$ cat src/rtl/seg7_capture_pkg.sv
// seg7_capture_pkg
// Shared definitions for the seven-segment scan capture block:
//   - active-low segment patterns {a,b,c,d,e,f,g} for hex digits 0..F
//   - active-low anode codes for digit0..digit3 and blank
//   - capture FSM state type and an anode decode helper
package seg7_capture_pkg;

    localparam logic [6:0] SEG_0 = 7'h01;
    localparam logic [6:0] SEG_1 = 7'h4F;
    localparam logic [6:0] SEG_2 = 7'h12;
    localparam logic [6:0] SEG_3 = 7'h06;
    localparam logic [6:0] SEG_4 = 7'h4C;
    localparam logic [6:0] SEG_5 = 7'h24;
    localparam logic [6:0] SEG_6 = 7'h20;
    localparam logic [6:0] SEG_7 = 7'h0F;
    localparam logic [6:0] SEG_8 = 7'h00;
    localparam logic [6:0] SEG_9 = 7'h04;
    localparam logic [6:0] SEG_A = 7'h08;
    localparam logic [6:0] SEG_B = 7'h60;
    localparam logic [6:0] SEG_C = 7'h31;
    localparam logic [6:0] SEG_D = 7'h42;
    localparam logic [6:0] SEG_E = 7'h30;
    localparam logic [6:0] SEG_F = 7'h38;

    localparam logic [3:0] AN_DIG0  = 4'b1110;
    localparam logic [3:0] AN_DIG1  = 4'b1101;
    localparam logic [3:0] AN_DIG2  = 4'b1011;
    localparam logic [3:0] AN_DIG3  = 4'b0111;
    localparam logic [3:0] AN_BLANK = 4'b1111;

    typedef enum logic {
        ST_WAIT,
        ST_SETTLE
    } cap_state_e;

    typedef struct packed {
        logic       legal;  // one of the four digit codes
        logic [1:0] idx;    // digit index when legal
    } an_dec_t;

    // Blank is reported as not legal here; callers test for blank first.
    function automatic an_dec_t decode_an(input logic [3:0] an);
        an_dec_t r;
        r = '{legal: 1'b1, idx: 2'd0};
        case (an)
            AN_DIG0: r.idx = 2'd0;
            AN_DIG1: r.idx = 2'd1;
            AN_DIG2: r.idx = 2'd2;
            AN_DIG3: r.idx = 2'd3;
            default: r.legal = 1'b0;
        endcase
        return r;
    endfunction

endpackage

$ cat src/rtl/seg7_scan_capture_if.sv
// seg7_scan_capture_if
// Valid/ready frame stream carrying one captured 4-digit display value.
//   value_o : captured frame, digit3 in [15:12] .. digit0 in [3:0]
//   valid_o : value_o holds an unconsumed frame
//   ready_i : consumer accepts on valid_o & ready_i
// master = capture block (producer), slave = consumer.
interface seg7_scan_capture_if;

    logic [15:0] value_o;
    logic        valid_o;
    logic        ready_i;

    modport master (output value_o, output valid_o, input ready_i);
    modport slave  (input value_o, input valid_o, output ready_i);

endinterface

$ cat src/rtl/seg7_decode.sv
// seg7_decode
// Combinational decode of an active-low 7-segment pattern to a hex nibble.
//   seg_i    : segment lines {a,b,c,d,e,f,g}, active-low
//   nibble_o : decoded hex value (0 when illegal)
//   legal_o  : pattern is one of the 16 hex glyphs
module seg7_decode
    import seg7_capture_pkg::*;
(
    input  logic [6:0] seg_i,
    output logic [3:0] nibble_o,
    output logic       legal_o
);

    // NOTE: every output gets a default before the case so no path leaves
    // it unassigned; otherwise synthesis infers a latch.
    always_comb begin
        nibble_o = 4'h0;
        legal_o  = 1'b1;
        case (seg_i)
            SEG_0:   nibble_o = 4'h0;
            SEG_1:   nibble_o = 4'h1;
            SEG_2:   nibble_o = 4'h2;
            SEG_3:   nibble_o = 4'h3;
            SEG_4:   nibble_o = 4'h4;
            SEG_5:   nibble_o = 4'h5;
            SEG_6:   nibble_o = 4'h6;
            SEG_7:   nibble_o = 4'h7;
            SEG_8:   nibble_o = 4'h8;
            SEG_9:   nibble_o = 4'h9;
            SEG_A:   nibble_o = 4'hA;
            SEG_B:   nibble_o = 4'hB;
            SEG_C:   nibble_o = 4'hC;
            SEG_D:   nibble_o = 4'hD;
            SEG_E:   nibble_o = 4'hE;
            SEG_F:   nibble_o = 4'hF;
            default: legal_o  = 1'b0;
        endcase
    end

endmodule

$ cat src/rtl/seg7_scan_capture.sv
// seg7_scan_capture
// Passive monitor on a multiplexed 4-digit seven-segment bus. Rebuilds the
// displayed hex value and publishes each complete, legal frame.
//   clk, rst : clock; asynchronous active-low reset
//   seg_i    : segment lines {a,b,c,d,e,f,g}, active-low
//   an_i     : anode lines, active-low one-hot, 1111 = blank
//   frame    : valid/ready frame stream (master side)
//   err_o    : one-cycle pulse on illegal anode code or segment pattern
//   drop_o   : one-cycle pulse when a completed frame is discarded
//   blank_o  : display judged blank
// Build option SEG7_CAPTURE_CHANGE_ONLY_EN: a completed frame equal to the
// last published value is discarded silently.
module seg7_scan_capture
    import seg7_capture_pkg::*;
#(
    parameter int SETTLE_CYCLES = 4,     // 1..255
    parameter int BLANK_CYCLES  = 1024   // 2..65535
) (
    input  logic                clk,
    input  logic                rst,
    input  logic [6:0]          seg_i,
    input  logic [3:0]          an_i,
    seg7_scan_capture_if.master frame,
    output logic                err_o,
    output logic                drop_o,
    output logic                blank_o
);

    localparam logic [7:0]  SETTLE_LAST = 8'(SETTLE_CYCLES - 1);
    localparam logic [15:0] BLANK_MAX   = 16'(BLANK_CYCLES);

    logic [3:0]      an_q, an_d, an_prev_q, an_prev_d;
    logic [6:0]      seg_q, seg_d;
    cap_state_e      state_q, state_d;
    logic [7:0]      cnt_q, cnt_d;
    logic [3:0]      seen_q, seen_d;
    logic [3:0][3:0] digits_q, digits_d;
    logic [15:0]     value_q, value_d;
    logic            valid_q, valid_d;
    logic            err_q, err_d;
    logic            drop_q, drop_d;
    logic            blank_q, blank_d;
    logic [15:0]     blank_cnt_q, blank_cnt_d;
`ifdef SEG7_CAPTURE_CHANGE_ONLY_EN
    logic [15:0]     last_pub_q, last_pub_d;
`endif

    an_dec_t    an_dec;
    logic [3:0] nibble;
    logic       seg_legal;
    logic       sample;
    logic       frame_done;
    logic       suppress;
    logic [3:0] seen_upd;

    seg7_decode u_decode (
        .seg_i    (seg_q),
        .nibble_o (nibble),
        .legal_o  (seg_legal)
    );

    assign an_dec = decode_an(an_q);

    always_comb begin
        an_d        = an_i;
        seg_d       = seg_i;
        an_prev_d   = an_q;
        state_d     = state_q;
        cnt_d       = cnt_q;
        seen_d      = seen_q;
        digits_d    = digits_q;
        value_d     = value_q;
        valid_d     = valid_q;
        err_d       = 1'b0;
        drop_d      = 1'b0;
        blank_d     = blank_q;
        blank_cnt_d = blank_cnt_q;
        sample      = 1'b0;
        frame_done  = 1'b0;
        suppress    = 1'b0;
        seen_upd    = seen_q;
`ifdef SEG7_CAPTURE_CHANGE_ONLY_EN
        last_pub_d  = last_pub_q;
`endif

        if (valid_q && frame.ready_i) begin
            valid_d = 1'b0;
        end

        // Consecutive blank cycles, saturating at the threshold.
        if (an_q == AN_BLANK) begin
            if (blank_cnt_q != BLANK_MAX) begin
                blank_cnt_d = blank_cnt_q + 16'd1;
            end
        end else begin
            blank_cnt_d = 16'd0;
        end

        // Capture FSM. The cycle in which a new code first shows on an_q
        // counts as settle cycle 0, so the sample lands SETTLE_CYCLES-1
        // cycles later.
        if (an_q == AN_BLANK) begin
            state_d = ST_WAIT;
            cnt_d   = 8'd0;
        end else if (!an_dec.legal) begin
            err_d   = 1'b1;
            seen_d  = 4'b0000;
            state_d = ST_WAIT;
            cnt_d   = 8'd0;
        end else if (an_q != an_prev_q) begin
            if (SETTLE_CYCLES == 1) begin
                sample = 1'b1;
            end else begin
                state_d = ST_SETTLE;
                cnt_d   = 8'd1;
            end
        end else if (state_q == ST_SETTLE) begin
            if (cnt_q == SETTLE_LAST) begin
                sample = 1'b1;
            end else begin
                cnt_d = cnt_q + 8'd1;
            end
        end

        if (sample) begin
            state_d = ST_WAIT;
            cnt_d   = 8'd0;
            if (!seg_legal) begin
                err_d  = 1'b1;
                seen_d = 4'b0000;
            end else begin
                blank_d              = 1'b0;
                digits_d[an_dec.idx] = nibble;
                seen_upd             = seen_q | (4'b0001 << an_dec.idx);
                if (seen_upd == 4'b1111) begin
                    frame_done = 1'b1;
                    seen_d     = 4'b0000;
                end else begin
                    seen_d = seen_upd;
                end
            end
        end

`ifdef SEG7_CAPTURE_CHANGE_ONLY_EN
        suppress = (digits_d == last_pub_q);
        if (frame_done && !suppress && !valid_q) begin
            last_pub_d = digits_d;
        end
`endif

        // A frame finishing while value_o is still owned by the consumer
        // (including the acceptance cycle itself) is dropped.
        if (frame_done && !suppress) begin
            if (valid_q) begin
                drop_d = 1'b1;
            end else begin
                value_d = digits_d;
                valid_d = 1'b1;
            end
        end

        if ((an_q == AN_BLANK) && (blank_cnt_q == BLANK_MAX - 16'd1)) begin
            blank_d = 1'b1;
            seen_d  = 4'b0000;
        end
    end

    // NOTE: state registers use non-blocking assignments so every flop
    // samples the pre-edge values regardless of statement order.
    always_ff @(posedge clk or negedge rst) begin
        if (!rst) begin
            an_q        <= AN_BLANK;
            an_prev_q   <= AN_BLANK;
            seg_q       <= 7'h7F;
            state_q     <= ST_WAIT;
            cnt_q       <= 8'd0;
            seen_q      <= 4'b0000;
            digits_q    <= '0;
            value_q     <= 16'h0000;
            valid_q     <= 1'b0;
            err_q       <= 1'b0;
            drop_q      <= 1'b0;
            blank_q     <= 1'b1;
            blank_cnt_q <= 16'd0;
`ifdef SEG7_CAPTURE_CHANGE_ONLY_EN
            last_pub_q  <= 16'h0000;
`endif
        end else begin
            an_q        <= an_d;
            an_prev_q   <= an_prev_d;
            seg_q       <= seg_d;
            state_q     <= state_d;
            cnt_q       <= cnt_d;
            seen_q      <= seen_d;
            digits_q    <= digits_d;
            value_q     <= value_d;
            valid_q     <= valid_d;
            err_q       <= err_d;
            drop_q      <= drop_d;
            blank_q     <= blank_d;
            blank_cnt_q <= blank_cnt_d;
`ifdef SEG7_CAPTURE_CHANGE_ONLY_EN
            last_pub_q  <= last_pub_d;
`endif
        end
    end

    assign frame.value_o = value_q;
    assign frame.valid_o = valid_q;
    assign err_o         = err_q;
    assign drop_o        = drop_q;
    assign blank_o       = blank_q;

endmodule

$ cat src/flat_wrapper.sv
// flat-port wrapper written by rule: the top's interface ports become plain ports
module seg7_scan_capture_flat import seg7_capture_pkg::*;
#(
    parameter int SETTLE_CYCLES = 4,              
    parameter int BLANK_CYCLES  = 1024              
)
  (clk, rst, seg_i, an_i, err_o, drop_o, blank_o, frame_value_o, frame_valid_o, frame_ready_i);
  seg7_scan_capture_if frame_i ();
  input  logic clk;
  input  logic rst;
  input  logic [6:0] seg_i;
  input  logic [3:0] an_i;
  output logic err_o;
  output logic drop_o;
  output logic blank_o;
  output wire logic [$bits(frame_i.value_o)-1:0] frame_value_o;
  output wire logic [$bits(frame_i.valid_o)-1:0] frame_valid_o;
  input wire logic [$bits(frame_i.ready_i)-1:0] frame_ready_i;
  assign frame_value_o = frame_i.value_o;
  assign frame_valid_o = frame_i.valid_o;
  assign frame_i.ready_i = frame_ready_i;
  seg7_scan_capture #(.SETTLE_CYCLES(SETTLE_CYCLES), .BLANK_CYCLES(BLANK_CYCLES)) u_core (.clk(clk), .rst(rst), .seg_i(seg_i), .an_i(an_i), .frame(frame_i), .err_o(err_o), .drop_o(drop_o), .blank_o(blank_o));
endmodule
$ cat config.mk
export PLATFORM = sky130hd
export DESIGN_NAME = seg7_scan_capture_flat
export DESIGN_NICKNAME = d
export VERILOG_FILES = /design/src/rtl/seg7_capture_pkg.sv /design/src/rtl/seg7_scan_capture_if.sv /design/src/rtl/seg7_decode.sv /design/src/rtl/seg7_scan_capture.sv /design/src/flat_wrapper.sv
export SDC_FILE = /design/constraint.sdc
export NUM_CORES = 1
export LEC_CHECK = 0
export BUFFER_PORTS_ARGS = -buffer_cell sky130_fd_sc_hd__buf_2
export CORE_MARGIN = 2
export CORE_UTILIZATION = 64
export CTS_CLUSTER_SIZE = 25
export DETAILED_ROUTE_END_ITERATION = 6
export PLACE_DENSITY = 0.9
export SLEW_MARGIN = 25
export SYNTH_ARGS = -nofsm -noshare
export SYNTH_HDL_FRONTEND = slang
export SYNTH_SLANG_ARGS = --single-unit
$ cat constraint.sdc
create_clock -name clk -period 4.9 [get_ports clk]
set_clock_uncertainty 0.15 [all_clocks]
set_input_delay 0.245 -clock clk [delete_from_list [all_inputs] [get_ports clk]]
set_output_delay 0.245 -clock clk [all_outputs]
set_load 0.005 [all_outputs]
# Yosys cells after proc, flatten, opt, wreduce, memory -nomap -nowiden
# Cells that the tools add are included.
dict set report word_totals {
  register_bits 80
  out_inout_bits 20
  elab_cells 113
}
dict set report op_classes {
  n_addsub 2
  magnitude_cmp 2
  n_eq_ne 31
  shift 1
  n_mux 47
  n_bitwise 2
  n_reduce_logical 12
}
# operator count
set op_table {}
lappend op_table {{16-bit two-way mux} 4}
lappend op_table {{4-bit one-hot mux with 15 select lines} 1}
lappend op_table {{8-bit two-way mux} 6}
lappend op_table {{7-bit by 6-bit equality test with 1-bit output, second input constant} 5}
lappend op_table {{7-bit equality test, second input constant} 4}
lappend op_table {{4-bit two-way mux} 7}
lappend op_table {{1-bit two-way mux} 26}
lappend op_table {{4-bit equality test, second input constant} 5}
lappend op_table {{16-bit by 1-bit adder with 16-bit output, second input constant} 1}
lappend op_table {{16-bit bitwise mux} 1}
lappend op_table {{16-bit by 10-bit equality test with 1-bit output, second input constant} 1}
lappend op_table {{16-bit by 11-bit inequality test with 1-bit output, second input constant} 1}
lappend op_table {{16-bit OR reduction} 1}
lappend op_table {{7-bit by 3-bit equality test with 1-bit output, second input constant} 2}
lappend op_table {{7-bit by 4-bit equality test with 1-bit output, second input constant} 2}
lappend op_table {{8-bit by 1-bit adder with 8-bit output, second input constant} 1}
lappend op_table {{4-bit demux with 2-bit select} 1}
lappend op_table {{8-bit by 2-bit equality test with 1-bit output, second input constant} 1}
lappend op_table {{2-bit AND reduction} 4}
lappend op_table {{7-bit by 1-bit equality test with 1-bit output, second input constant} 1}
lappend op_table {{7-bit by 5-bit equality test with 1-bit output, second input constant} 1}
lappend op_table {{7-bit logical NOT} 1}
lappend op_table {{2-bit one-hot mux with 3 select lines} 1}
lappend op_table {{5-bit by 4-bit inequality test with 1-bit output, second input constant} 1}
lappend op_table {{other kinds (15)} 18}

# Longest topological paths before layout
# Gate-level depths: netlist (run 1).
dict set report depth {
  word_depth 9
  depth_mapped 8
}

# By module
# Synthesis (run 1) repeated with hierarchy kept, for this count alone.
dict set report hier_totals {
  hier_cells 337
  area_unflattened_um2 3920.0
}
# module n_inst cells_per_inst area_each_um2 seq_area_each_um2
set by_module_without_submodules {}
lappend by_module_without_submodules {seg7_scan_capture 1 281 3540.9 2021.9}
lappend by_module_without_submodules {seg7_decode 1 56 379.1 0.0}

# Worst setup path before layout (run 1)
# OpenSTA, ideal clock, no wires.
dict set report synth_path {
  path_kind {flip-flop to flip-flop}
  startpoint {reg u_core.an_q[2] (netlist: u_core.an_prev_d[2])}
  endpoint {reg u_core.value_q[11] (netlist: u_core.frame.value_o[11])}
  setup_time_ns 0.125
  arrival_time_ns 2.391
  slack_ns 2.234
  stages_incl_launch_ff 8
  n_path_buf 2
  cell_sequence {dfstp_2 buf_2 xor2_1 nor4_1 buf_2 and3_1 mux2_2 mux2_4}
}
dict set report synth_via {
  elab_chain_len 9
  word_cells_on_any_way 27
  cone_classes {2 x order compare; 7 x eq/ne; 1 x shift; 13 x mux; 1 x bitwise; 3 x reduce/logical}
}
# element line_no
set synth_lines {}
lappend synth_lines {{start: declaration} seg7_scan_capture.sv:32} ;# logic [3:0] an_q, an_d, an_prev_q, an_prev_d;
lappend synth_lines {{start signal: assignment} seg7_scan_capture.sv:189} ;# an_q <= an_d;
lappend synth_lines {{4-bit by 3-bit equality test with 1-bit output or 4-bit equality test (tied branches)} seg7_capture_pkg.sv:45} ;# case (an)
lappend synth_lines {{2-bit one-hot mux with 3 select lines} seg7_capture_pkg.sv:45}
lappend synth_lines {{2-bit by 3-bit less-than comparator with 1-bit output (not written as such), or another cell as far along} seg7_scan_capture.sv:133} ;# digits_d[an_dec.idx] = nibble;
lappend synth_lines {{1-bit logical AND (not written as such) or 4-bit OR (tied branches)} {seg7_scan_capture.sv:133, seg7_scan_capture.sv:134}}
lappend synth_lines {{4-bit two-way mux (not written as such) or 4-bit equality test (tied branches)} {seg7_scan_capture.sv:133, seg7_scan_capture.sv:135}}
lappend synth_lines {{4-bit demux with 2-bit select or 1-bit two-way mux (tied branches)} -}
lappend synth_lines {{16-bit bitwise mux or 1-bit two-way mux (tied branches)} {seg7_scan_capture.sv:133, seg7_scan_capture.sv:128}}
lappend synth_lines {{16-bit two-way mux or 1-bit two-way mux (tied branches)} {seg7_scan_capture.sv:128, seg7_scan_capture.sv:125}}
lappend synth_lines {{16-bit two-way mux or 2-bit AND reduction (tied branches)} -}
lappend synth_lines {{end signal: assignment} seg7_scan_capture.sv:196} ;# value_q <= value_d;
lappend synth_lines {{end: declaration} seg7_scan_capture.sv:38} ;# logic [15:0] value_q, value_d;
# Several ways; a longest one is shown, not always the timed one.
# A chain may end at the register's enable or synchronous reset.

# Final worst setup path (run 1)
dict set report layout_path {
  startpoint {reg u_core.an_q[1] (netlist: u_core.an_prev_d[1])}
  endpoint {reg u_core.value_q[6] (netlist: u_core.frame.value_o[6])}
}
# The elaborated chain is that of the path after synthesis.

==> reports/qor.csv, run 1 <==
stage,metric,value,unit
global_routing,grt total ovfl,0,
detailed_routing,Routed Antenna Nets,0,
cts,# clock sinks,80,
cts,CTS tree,yes,
synth,Synth Register Bits,80,
synth,most frequent cell after synthesis,dfrtp_1,
synth,Yosys top cell by area,dfrtp_1,
placed_design,routability cong.,0.863,
floorplanning,Die Y-Extent,82.5,µm
synth,Post-Syn Area,0.00394,mm²
power,Pint,1010,µW
sta,headroom to the max-slew limit,0.407,
floorplanning,IO Count,34,
final_layout,area delta synth->final,14.5,%
cts,CTS buffer count,9,
worst_setup_path,worst setup path startpoint,u_core.an_prev_d[1],
detailed_routing,TritonRoute pass-1 iters,5,
detailed_routing,wire per inst,16.8,µm
synth,Post-synth EDFFs,0,
synth,Mean Syn Cell Area,10.9,µm²
power,P per Cell Area,292,mW/mm²
power,NetSw,310,µW
sta,Max Freq,342,MHz
final_layout,share of layout cells above drive strength 1,0.269,
cts,"Clk Latency, worst-skew pair",0.35,ns
worst_setup_path,Reg2Reg Depth,6,
placed_design,# port buffers,33,
worst_setup_path,R2R Path Start,u_core.an_prev_d[1],
final_layout,Final nets,421,
floorplanning,Rows,28,
final_layout,final std cells w/o fill,484,
worst_setup_path,crit-path cells,nand2_1 > nor3b_1 > o211ai_4 > a31oi_4 > nand3b_4 > mux2_1,
final_layout,fillcell total,355,
worst_setup_path,Crit path max-delay family,simple AND/OR/NAND/NOR gates,
detailed_routing,initial DRC count,232,
detailed_routing,drt drc,0,
sta,Final Hold Fails,0,
status,status,"complete, no violations",
synth,ys flop type,dfrtp_1,
worst_setup_path,Critical path buffers and inverters,0,
global_routing,first-pass GRT wire length,12900,µm
sta,# setup viols final,0,
detailed_routing,Vias,2949,
worst_setup_path,Crit path required time,4.99,ns
worst_setup_path,crit path launch type,register,
hold_path,Hold EP,u_core.an_prev_q[0],
power,Clk pwr share,0.416,
final_layout,# diodes,0,
sta,Least-Margin Pin Slew,0.888,ns
worst_setup_path,Reg2Reg Capture Point,u_core.frame.value_o[6],
floorplanning,Initial Util,0.666,
hold_path,hold depth,0,
sta,Hold WS,0.284,ns
synth,post-synthesis async set-or-reset flop share,1.00,
synth,syn_nets,378,
placed_design,detailed placement HPWL,5440,µm
power,combinational share of power,0.058,
global_routing,initial antenna violation count,0,
hold_path,hold crit path type,reg -> reg,
synth,post-synth cell types,50,
global_routing,largest net degree at the start of global routing,81,
floorplanning,die area,0.00680,mm²
synth,Synth area leaders,"dfrtp_1 (41%), dfstp_2 (11%), mux2_2 (8.3%)",
sta,Final min period,2.92,ns
worst_setup_path,critical path's slowest cell,nor3b_1,
global_routing,vias in the first global route,2824,
power,Pwr Total,1320,µW
cts,setup repair bufs after CTS,0,
worst_setup_path,crit-path max FO,17,
worst_setup_path,CP Class,reg -> reg,
power,Worst VDD drop,0.000234,V
synth,Post-Syn Instances,361,
hold_path,Hold Path Origin,u_core.an_prev_d[0],
synth,top-area cell type share of the netlist area,0.406,
floorplanning,Die Wd,82.5,µm
power,Sequential Power Share,0.526,
synth,synth warn,0,
worst_setup_path,Worst setup EP type,register,
worst_setup_path,reg2reg setup slack,1.98,ns
global_routing,GRT Overall Usage,0.255,
sta,Final period util,0.597,
cts,H-tree depth,3,
cts,Worst-path clk slew,0.08,ns
worst_setup_path,crit-path max cell delay,0.76,ns
sta,total negative slack,0,ns
flow_run,max-cap violations,0,
sta,RSZ-0062 raised after global routing,no,
synth,Synth top cells by count,"dfrtp_1 (64), nor2_1 (42), mux2_2 (29), o21ai_0 (20)",
worst_setup_path,"Arr. time, crit path",3.01,ns
placed_design,Placed Cells,455,
cts,Root Driver,clkbuf_8,
synth,register area share after synthesis,0.513,
detailed_routing,Via density,6.09,
power,Pleak,0.00205,µW
power,Sw Ratio,0.235,
final_layout,"Core Util, Final",0.763,
sta,fin. max-slew vios,0,
detailed_routing,routed wire length,8150,µm
cts,CTS Buffer Depth,2,
floorplanning,core area,0.00592,mm²
## cells in the final DEF, fill, tap and decap left out, types with 2 or more instances in the layout
cell	count
dfrtp_1	64
nor2_1	42
buf_2	32
mux2_2	29
nand2_1	18
a21oi_1	18
o21ai_0	18
xor2_1	17
nand3_1	17
dfstp_2	16
dlygate4sd3_1	13
inv_1	10
clkbuf_8	10
nor3_1	9
xnor2_1	8
mux2_4	8
and3_1	7
nor3b_1	4
nand2b_1	4
a211oi_1	4
nor4_1	4
mux2_1	4
nor2b_1	3
a31oi_1	3
or3_1	3
nand4_1	3
ha_1	3
nor4_4	2
or2_2	2
nor4bb_1	2
o21ai_1	2
nand3b_1	2
and3b_1	2
o2111ai_1	2
clkinv_4	2
bufinv_16	2
## how the worst max path moves through the flow
stage / slack, ns / cells after the start / end
finish: 1.98 / 6 / u_core.frame.value_o[6]
global route: 1.82 / 6 / u_core.frame.value_o[2]
CTS: 1.86 / 6 / u_core.frame.value_o[6]
detailed placement: 1.85 / 6 / u_core.frame.value_o[6]
global placement: 1.98 / 6 / u_core.frame.value_o[2]
floorplan: 2.23 / 7 / u_core.frame.value_o[11]
## per-stage QoR
stage               setup slack [ns]  area (µm²)
global route                    1.82        4520
detailed placement              1.85        4140
finish                          1.98        4520
global placement                1.98        4140
CTS                             1.86        4500
floorplan                       2.23        3940
## sequential cells by signal, summed over array words and instances (netlist names), 4 cells and up
| register | flops |
|---|---|
| u_core.an_prev_d | 4 |
| u_core.an_prev_q | 4 |
| u_core.blank_cnt_q | 16 |
| u_core.cnt_q | 8 |
| u_core.digits_q | 16 |
| u_core.frame.value_o | 16 |
| u_core.seen_q | 4 |
| u_core.seg_q | 7 |
## worst register-to-register path, delay by kind of cell, from the launching register on
family / cells / cell delay [ns]
and+or+nand+nor: 3 / 1.18
DFF: 1 / 0.65
AOI/OAI and AO/OA: 2 / 0.42
muxes: 1 / 0.41
## power by group through the flow
stage	clock network (µW)	registers [µW]	logic [µW]
6_report	548	694	77.1
3_3_place_gp	0	704	62.7
2_1_floorplan	0	694	46.5
5_1_grt	591	696	85.8
4_1_cts	554	693	74.5
3_5_place_dp	0	705	66.1
## kinds of logic after synthesis
group	after synthesis	share of synthesized area
xor gates and xnor gates	25	0.0555
DFF	80	0.513
AOI/OAI and AO/OA	59	0.0974
buffers and inverters	24	0.0263
muxes	41	0.125
adders and majority gates	3	0.00952
and+or+nand+nor	129	0.174
## cell type report
| cell class | count | area (µm²) | share of cell area |
|---|---|---|---|
| clock inverter | 6 | 91.3 | 0.0202 |
| sequential | 80 | 2020 | 0.448 |
| clock buffer | 10 | 138 | 0.0305 |
| tap | 75 | 93.8 | 0.0208 |
| inverter | 10 | 37.5 | 0.00831 |
| timing repair buffer | 46 | 302 | 0.0668 |
| multi-input combinational | 257 | 1830 | 0.406 |
## repair_timing
action | 4_1_cts | 5_1_grt
hold buffers | 13 | 0
resized for setup | 0 | 0
endpoints found under the hold margin | 76 | 0
## routing by layer
metal	routed length [µm]	vias up	global-route usage	part of all wire
li1	-	1366	-	-
met2	4110	103	0.402	0.50
met3	447	20	0.0674	0.055
met1	3400	1460	0.332	0.42
met4	195	0	0.117	0.024
met5	0	-	0	0
(Power assumes the default switching activity.)
==> inputs of run 2 (changes only) <==
--- a/config.mk
+++ b/config.mk
@@ -5,12 +5,13 @@
 export SDC_FILE = /design/constraint.sdc
 export NUM_CORES = 1
 export LEC_CHECK = 0
+export ABC_AREA = 1
 export BUFFER_PORTS_ARGS = -buffer_cell sky130_fd_sc_hd__buf_2
 export CORE_MARGIN = 2
-export CORE_UTILIZATION = 64
+export CORE_UTILIZATION = 60
 export CTS_CLUSTER_SIZE = 25
 export DETAILED_ROUTE_END_ITERATION = 6
-export PLACE_DENSITY = 0.9
+export PLACE_DENSITY = 0.85
 export SLEW_MARGIN = 25
 export SYNTH_ARGS = -nofsm -noshare
 export SYNTH_HDL_FRONTEND = slang
==> constraint.sdc (replaced) <==
create_clock -name clk -period 2.75 [get_ports clk]
set_clock_uncertainty 0.15 [all_clocks]
set_input_delay 0.1375 -clock clk [delete_from_list [all_inputs] [get_ports clk]]
set_output_delay 0.1375 -clock clk [all_outputs]
set_load 0.005 [all_outputs]
==> reports/qor.csv, run 2 <==
stage,metric,value,unit,change
status,status,"complete, no violations",,
sta,Least-Margin Pin Slew,0.696,ns,-0.192 ns
flow_run,max-cap violations,0,,unchanged
detailed_routing,routed wire length,8240,µm,+1.1%
detailed_routing,initial DRC count,138,,-41%
cts,CTS tree,yes,,
power,P per Cell Area,469,mW/mm²,+61%
synth,ys flop type,dfrtp_1,,
floorplanning,die area,0.00762,mm²,+12%
synth,Post-Syn Instances,510,,+41%
global_routing,first-pass GRT wire length,14300,µm,+11%
synth,most frequent cell after synthesis,nand2_1,,
synth,Synth area leaders,"dfrtp_1 (38%), nand2_1 (12%), dfstp_2 (10%)",,
final_layout,area delta synth->final,12.8,%,
sta,headroom to the max-slew limit,0.536,,+0.129
cts,CTS buffer count,9,,unchanged
cts,CTS Buffer Depth,2,,unchanged
detailed_routing,Vias,3494,,+18%
worst_setup_path,"Arr. time, crit path",2.38,ns,-0.63 ns
cts,count of cells resized by post-cts repair,0,,unchanged
cts,# clock sinks,80,,unchanged
cts,H-tree depth,3,,unchanged
sta,total negative slack,0,ns,unchanged
placed_design,routability cong.,0.840,,-2.7%
global_routing,initial antenna violation count,0,,unchanged
sta,Max Freq,437,MHz,+28%
worst_setup_path,reg2reg setup slack,0.46,ns,-1.51 ns
final_layout,Final nets,577,,+37%
worst_setup_path,CP Class,reg -> reg,,
floorplanning,Die Y-Extent,87.3,µm,+5.8%
cts,Root Driver,clkbuf_8,,
synth,Synth Register Bits,80,,unchanged
cts,Worst-path clk slew,0.09,ns,about the same
sta,Final period util,0.832,,+0.235
placed_design,Place WS,0.494,ns,-1.36 ns
synth,Mean Syn Cell Area,8.16,µm²,-25%
synth,top-area cell type share of the netlist area,0.385,,-0.0213
synth,post-synth cell types,34,,-32%
sta,fin. max-slew vios,0,,unchanged
cts,"Clk Latency, worst-skew pair",0.36,ns,about the same
synth,Post-synth EDFFs,0,,unchanged
sta,final worst slack,0.462,ns,-1.51 ns
final_layout,total area of sequential cells,0.00202,mm²,unchanged
floorplanning,Initial Util,0.616,,-0.0502
detailed_routing,wire per inst,12.8,µm,-24%
final_layout,final std cells w/o fill,645,,+33%
placed_design,Placed Cells,616,,+35%
detailed_routing,Routed Antenna Nets,0,,unchanged
detailed_routing,Via density,5.42,,-11%
placed_design,# port buffers,33,,unchanged
global_routing,largest net degree at the start of global routing,81,,unchanged
sta,# setup viols final,0,,unchanged
sta,RSZ-0062 raised after global routing,no,,
worst_setup_path,crit-path max FO,26,,+9
final_layout,most frequent cells in the layout,"nand2_1 (134), inv_1 (67), dfrtp_1 (64)",,
sta,Final min period,2.29,ns,-0.636 ns
final_layout,fillcell total,554,,+56%
global_routing,vias in the first global route,3336,,+18%
synth,Yosys top cell by area,dfrtp_1,,
synth,post-synthesis async set-or-reset flop share,1.00,,unchanged
final_layout,"commonest non-fill, non-tap cell in the layout",nand2_1,,
global_routing,GRT Overall Usage,0.239,,-0.0164
detailed_routing,drt drc,0,,unchanged
worst_setup_path,Worst setup EP type,register,,
synth,syn_nets,527,,+39%
synth,Synth top cells by count,"nand2_1 (134), inv_1 (67), dfrtp_1 (64), nor2_1 (50), nand3_1 (33)",,
detailed_routing,TritonRoute pass-1 iters,5,,unchanged
global_routing,grt total ovfl,0,,unchanged
floorplanning,IO Count,34,,unchanged
floorplanning,Die Wd,87.3,µm,+5.8%
floorplanning,core area,0.00676,mm²,+14%
sta,Final Hold Fails,0,,unchanged
floorplanning,Rows,30,,+7.1%
final_layout,share of layout cells above drive strength 1,0.179,,-0.0902
power,Worst VDD drop,0.000307,V,+32%
final_layout,"Core Util, Final",0.694,,-0.0684
hold_path,hold crit path type,in -> async,,
synth,synth warn,0,,unchanged
final_layout,multi-input logic area,0.00179,mm²,-2.3%
final_layout,# diodes,0,,unchanged
worst_setup_path,crit path launch type,register,,
synth,Post-Syn Area,0.00416,mm²,+5.5%
synth,register area share after synthesis,0.486,,-0.0268
power,Pwr Total,2200,µW,+67%
worst_setup_path,Crit path required time,2.85,ns,-2.14 ns
placed_design,detailed placement HPWL,5690,µm,+4.6%
power,Pleak,0.00242,µW,+18%
[run 2: cell types whose count changed in the layout (fill, tap and decap cells not counted), sizes merged, moves of 17 or more]
| cell | change |
|---|---|
| inv | +63 |
| nand3 | +31 |
| nand2 | +118 |
| nor2 | +17 |
| nand4 | +29 |
| mux2 | -41 |
[run 2: worst paths after layout]
check | to | from | cells past startpoint
setup / recovery | u_core.digits_q[15] | u_core.seg_q[4] | 10
hold / removal | u_core.frame.value_o[4] | rst | 2
setup reg to reg | u_core.digits_q[15] | u_core.seg_q[4] | 10
hold reg to reg | u_core.an_prev_q[1] | u_core.an_prev_d[1] | 0
max in group asynchronous | u_core.blank_cnt_q[13] | rst | 2
min in group clk | u_core.an_prev_q[1] | u_core.an_prev_d[1] | 0
[run 2: layout make-up]
cell class / instances / share of cell area
sequential: 80 / 0.431
multi-input combinational: 347 / 0.381
timing repair buffer: 47 / 0.0659
inverter: 75 / 0.0600
clock buffer: 11 / 0.0280
tap: 80 / 0.0213
clock inverter: 5 / 0.0123
[run 2: per-layer routing]
metal / share of wire / global-route usage
met1: 0.45 / 0.299
met2: 0.49 / 0.408
met3: 0.043 / 0.0464
met4: 0.019 / 0.0937
met5: 0 / 0
[run 2: repair_timing]
item                      4_1_cts  5_1_grt
setup buffers                   0        0
hold buffers                   13        0
hold endpoints to repair       76        0
[run 2: logic make-up (layout without fill, tap and decap cells)]
family,count (synthesis),after routing,share of synthesized area
fa+ha+maj,3,3,0.00902
xor+xnor,1,1,0.00211
buf+inv,83,138,0.0839
simple gates,308,308,0.375
flops,80,80,0.486
compound gates,35,35,0.0436
[run 2: worst max-delay path: stages, from the launching register on]
cell and delay (ns):
dfstp_2 0.59, inv_1 0.08, nand2_1 0.10, inv_2 0.06, nand2_1 0.08, nand3_1 0.11, nor2_4 0.19, nand3_4 0.29
nand3_1 0.24, nand2_1 0.10, and2_1 0.15
[run 2: power breakdown]
group / internal [µW] / switching [µW]
Clock: 418 / 427
Combinational: 44.9 / 91.4
Sequential: 1200 / 17.9
[run 2: stage by stage]
step / cell area (µm²) / hold WS [ns]
floorplan: 4160 / -0.308
global placement: 4370 / 0.0921
detailed placement: 4370 / 0.0938
CTS: 4690 / 0.243
global route: 4690 / 0.253
finish: 4690 / 0.217
==> inputs of run 3 (changes only) <==
==> constraint.sdc (replaced) <==
create_clock -name clk -period 2.4 [get_ports clk]
set_clock_uncertainty 0.15 [all_clocks]
set_input_delay 0.12 -clock clk [delete_from_list [all_inputs] [get_ports clk]]
set_output_delay 0.12 -clock clk [all_outputs]
set_load 0.005 [all_outputs]
==> reports/qor.csv, run 3 (synthesis results as in run 2) <==
stage,metric,value,unit,change
worst_setup_path,Reg2Reg Depth,10,,unchanged
worst_setup_path,Crit path max-delay family,simple AND/OR/NAND/NOR gates,,
detailed_routing,routed wire length,8810,µm,+6.9%
sta,# setup viols final,0,,unchanged
sta,total negative slack,0,ns,unchanged
floorplanning,die area,0.00762,mm²,unchanged
cts,CTS tree,yes,,
cts,H-tree depth,3,,unchanged
final_layout,Final nets,583,,+1.0%
global_routing,GRT Overall Usage,0.241,,+0.00171
global_routing,largest net degree at the start of global routing,75,,-7.4%
worst_setup_path,crit-path max cell delay,0.60,ns,about the same
sta,fin. max-slew vios,0,,unchanged
worst_setup_path,most frequent cell on the critical path,nand2_1,,
detailed_routing,TritonRoute pass-1 iters,5,,unchanged
floorplanning,Die Wd,87.3,µm,unchanged
final_layout,"commonest non-fill, non-tap cell in the layout",nand2_1,,
cts,Worst-path clk slew,0.09,ns,about the same
worst_setup_path,CP Capture Point,u_core.digits_q[3],,
power,Worst VDD drop,0.000322,V,+4.9%
placed_design,# port buffers,33,,unchanged
sta,Final Hold Fails,0,,unchanged
floorplanning,Die Y-Extent,87.3,µm,unchanged
sta,Max Freq,439,MHz,+0.46%
sta,Final min period,2.28,ns,-0.0105 ns
global_routing,grt total ovfl,0,,unchanged
detailed_routing,Routed Antenna Nets,0,,unchanged
worst_setup_path,Reg2Reg Capture Point,u_core.digits_q[3],,
worst_setup_path,Critical path buffers and inverters,2,,unchanged
sta,Hold WS,0.242,ns,+0.0247 ns
detailed_routing,drt drc,0,,unchanged
detailed_routing,wire per inst,13.5,µm,+5.9%
worst_setup_path,crit-path cells,inv_1 > nand2_1 > inv_2 > nand2_1 > nand2_1 > nor2_1 > nand3_4 > nand3_1 > nand2_1 > and2_1,,
final_layout,final std cells w/o fill,651,,+0.93%
worst_setup_path,reg2reg setup slack,0.12,ns,-0.34 ns
global_routing,first-pass GRT wire length,14600,µm,+1.6%
power,Pwr Total,2680,µW,+22%
placed_design,Placed Cells,618,,+0.32%
cts,Root Driver,clkbuf_8,,
sta,Least-Margin Pin Slew,0.884,ns,+0.188 ns
worst_setup_path,"Arr. time, crit path",2.37,ns,about the same
final_layout,# diodes,0,,unchanged
sta,Final period util,0.949,,+0.117
power,P per Cell Area,562,mW/mm²,+20%
worst_setup_path,R2R Path Start,u_core.seg_q[4],,
final_layout,most frequent cells in the layout,"nand2_1 (134), inv_1 (67), dfrtp_1 (64)",,
global_routing,initial antenna violation count,0,,unchanged
worst_setup_path,CP Class,reg -> reg,,
final_layout,share of layout cells above drive strength 1,0.191,,+0.0121
cts,# clock sinks,80,,unchanged
placed_design,routability cong.,0.845,,+0.58%
worst_setup_path,Crit path depth,10,,unchanged
cts,"Clk Latency, worst-skew pair",0.35,ns,about the same
worst_setup_path,worst setup path startpoint,u_core.seg_q[4],,
final_layout,fillcell total,517,,-6.7%
sta,headroom to the max-slew limit,0.411,,-0.125
placed_design,detailed placement HPWL,5880,µm,+3.2%
final_layout,fin area,0.00478,mm²,+1.8%
floorplanning,Initial Util,0.616,,unchanged
detailed_routing,Via density,5.45,,+0.64%
worst_setup_path,crit-path max FO,13,,-50%
detailed_routing,initial DRC count,187,,+36%
worst_setup_path,critical path's slowest cell,dfstp_2,,
worst_setup_path,crit path launch type,register,,
hold_path,hold crit path type,reg -> reg,,
status,status,"complete, no violations",,
floorplanning,core area,0.00676,mm²,unchanged
final_layout,area delta synth->final,14.8,%,
floorplanning,Rows,30,,unchanged
placed_design,dpl cell area,0.00438,mm²,+0.34%
cts,CTS Buffer Depth,2,,unchanged
worst_setup_path,Crit path required time,2.49,ns,-0.36 ns
power,Pleak,0.00248,µW,+2.3%
worst_setup_path,Worst setup EP type,register,,
global_routing,vias in the first global route,3287,,-1.5%
detailed_routing,Vias,3549,,+1.6%
cts,CTS buffer count,9,,unchanged
floorplanning,IO Count,34,,unchanged
flow_run,max-cap violations,0,,unchanged
## run 3: changes by cell type in the layout (fill, tap and decap cells not counted), sizes merged
cell	before	now
inv	74	75
buf	34	37
clkinvlp	3	0
bufinv	1	2
clkinv	2	5
nor2	59	61
clkbuf	11	9
nand3	48	49
## run 3: layout make-up
class | instances | area [µm²] | area share
flip-flops and latches | 80 | 2020 | 0.423
multi-input cells | 350 | 1820 | 0.380
repair buffers | 50 | 328 | 0.0686
inverters | 75 | 282 | 0.0589
clock buffers | 9 | 124 | 0.0259
clock inverters | 7 | 104 | 0.0217
well taps | 80 | 100 | 0.0210
## run 3: how the worst min path moves through the flow
stage / from / end / slack (ns) / cells past startpoint
detailed placement: seg_i[2] / u_core.seg_q[2] / 0.08 / 1
finish: u_core.an_prev_d[1] / u_core.an_prev_q[1] / 0.24 / 0
floorplan: rst / u_core.blank_cnt_q[0] / -0.33 / 0
global placement: seg_i[4] / u_core.seg_q[4] / 0.07 / 1
CTS: seg_i[1] / u_core.seg_q[1] / 0.24 / 2
global route: seg_i[1] / u_core.seg_q[1] / 0.24 / 2
## run 3: repair_timing
item	in CTS	in global routing
hold buffers	13	0
endpoints found under the hold margin	76	0
setup buffers	0	1
gates resized for setup	0	1
setup endpoints to repair	0	33
## run 3: metal layers
metal	up-vias	routed length (µm)	GRT usage
met3	14	393	0.0379
met2	109	4400	0.395
li1	1764	-	-
met1	1662	3880	0.324
met5	-	0	0
met4	0	135	0.0867
## run 3: power by group
group          leakage, µW  switching [µW]  total, µW  internal, µW
combinational      0.00130             111        164          53.7
clock             0.000114             524       1120           597
sequential         0.00106            21.1       1400          1380
total              0.00248             656       2680          2030
## run 3: metrics by stage
stage | util | setup WS (ns)
after CTS | 0.702 | 0.109
after floorplan | - | 0.534
after global placement | 0.649 | 0.215
after detailed placement | 0.649 | 0.174
final | 0.707 | 0.123
after global routing | 0.707 | -0.0458
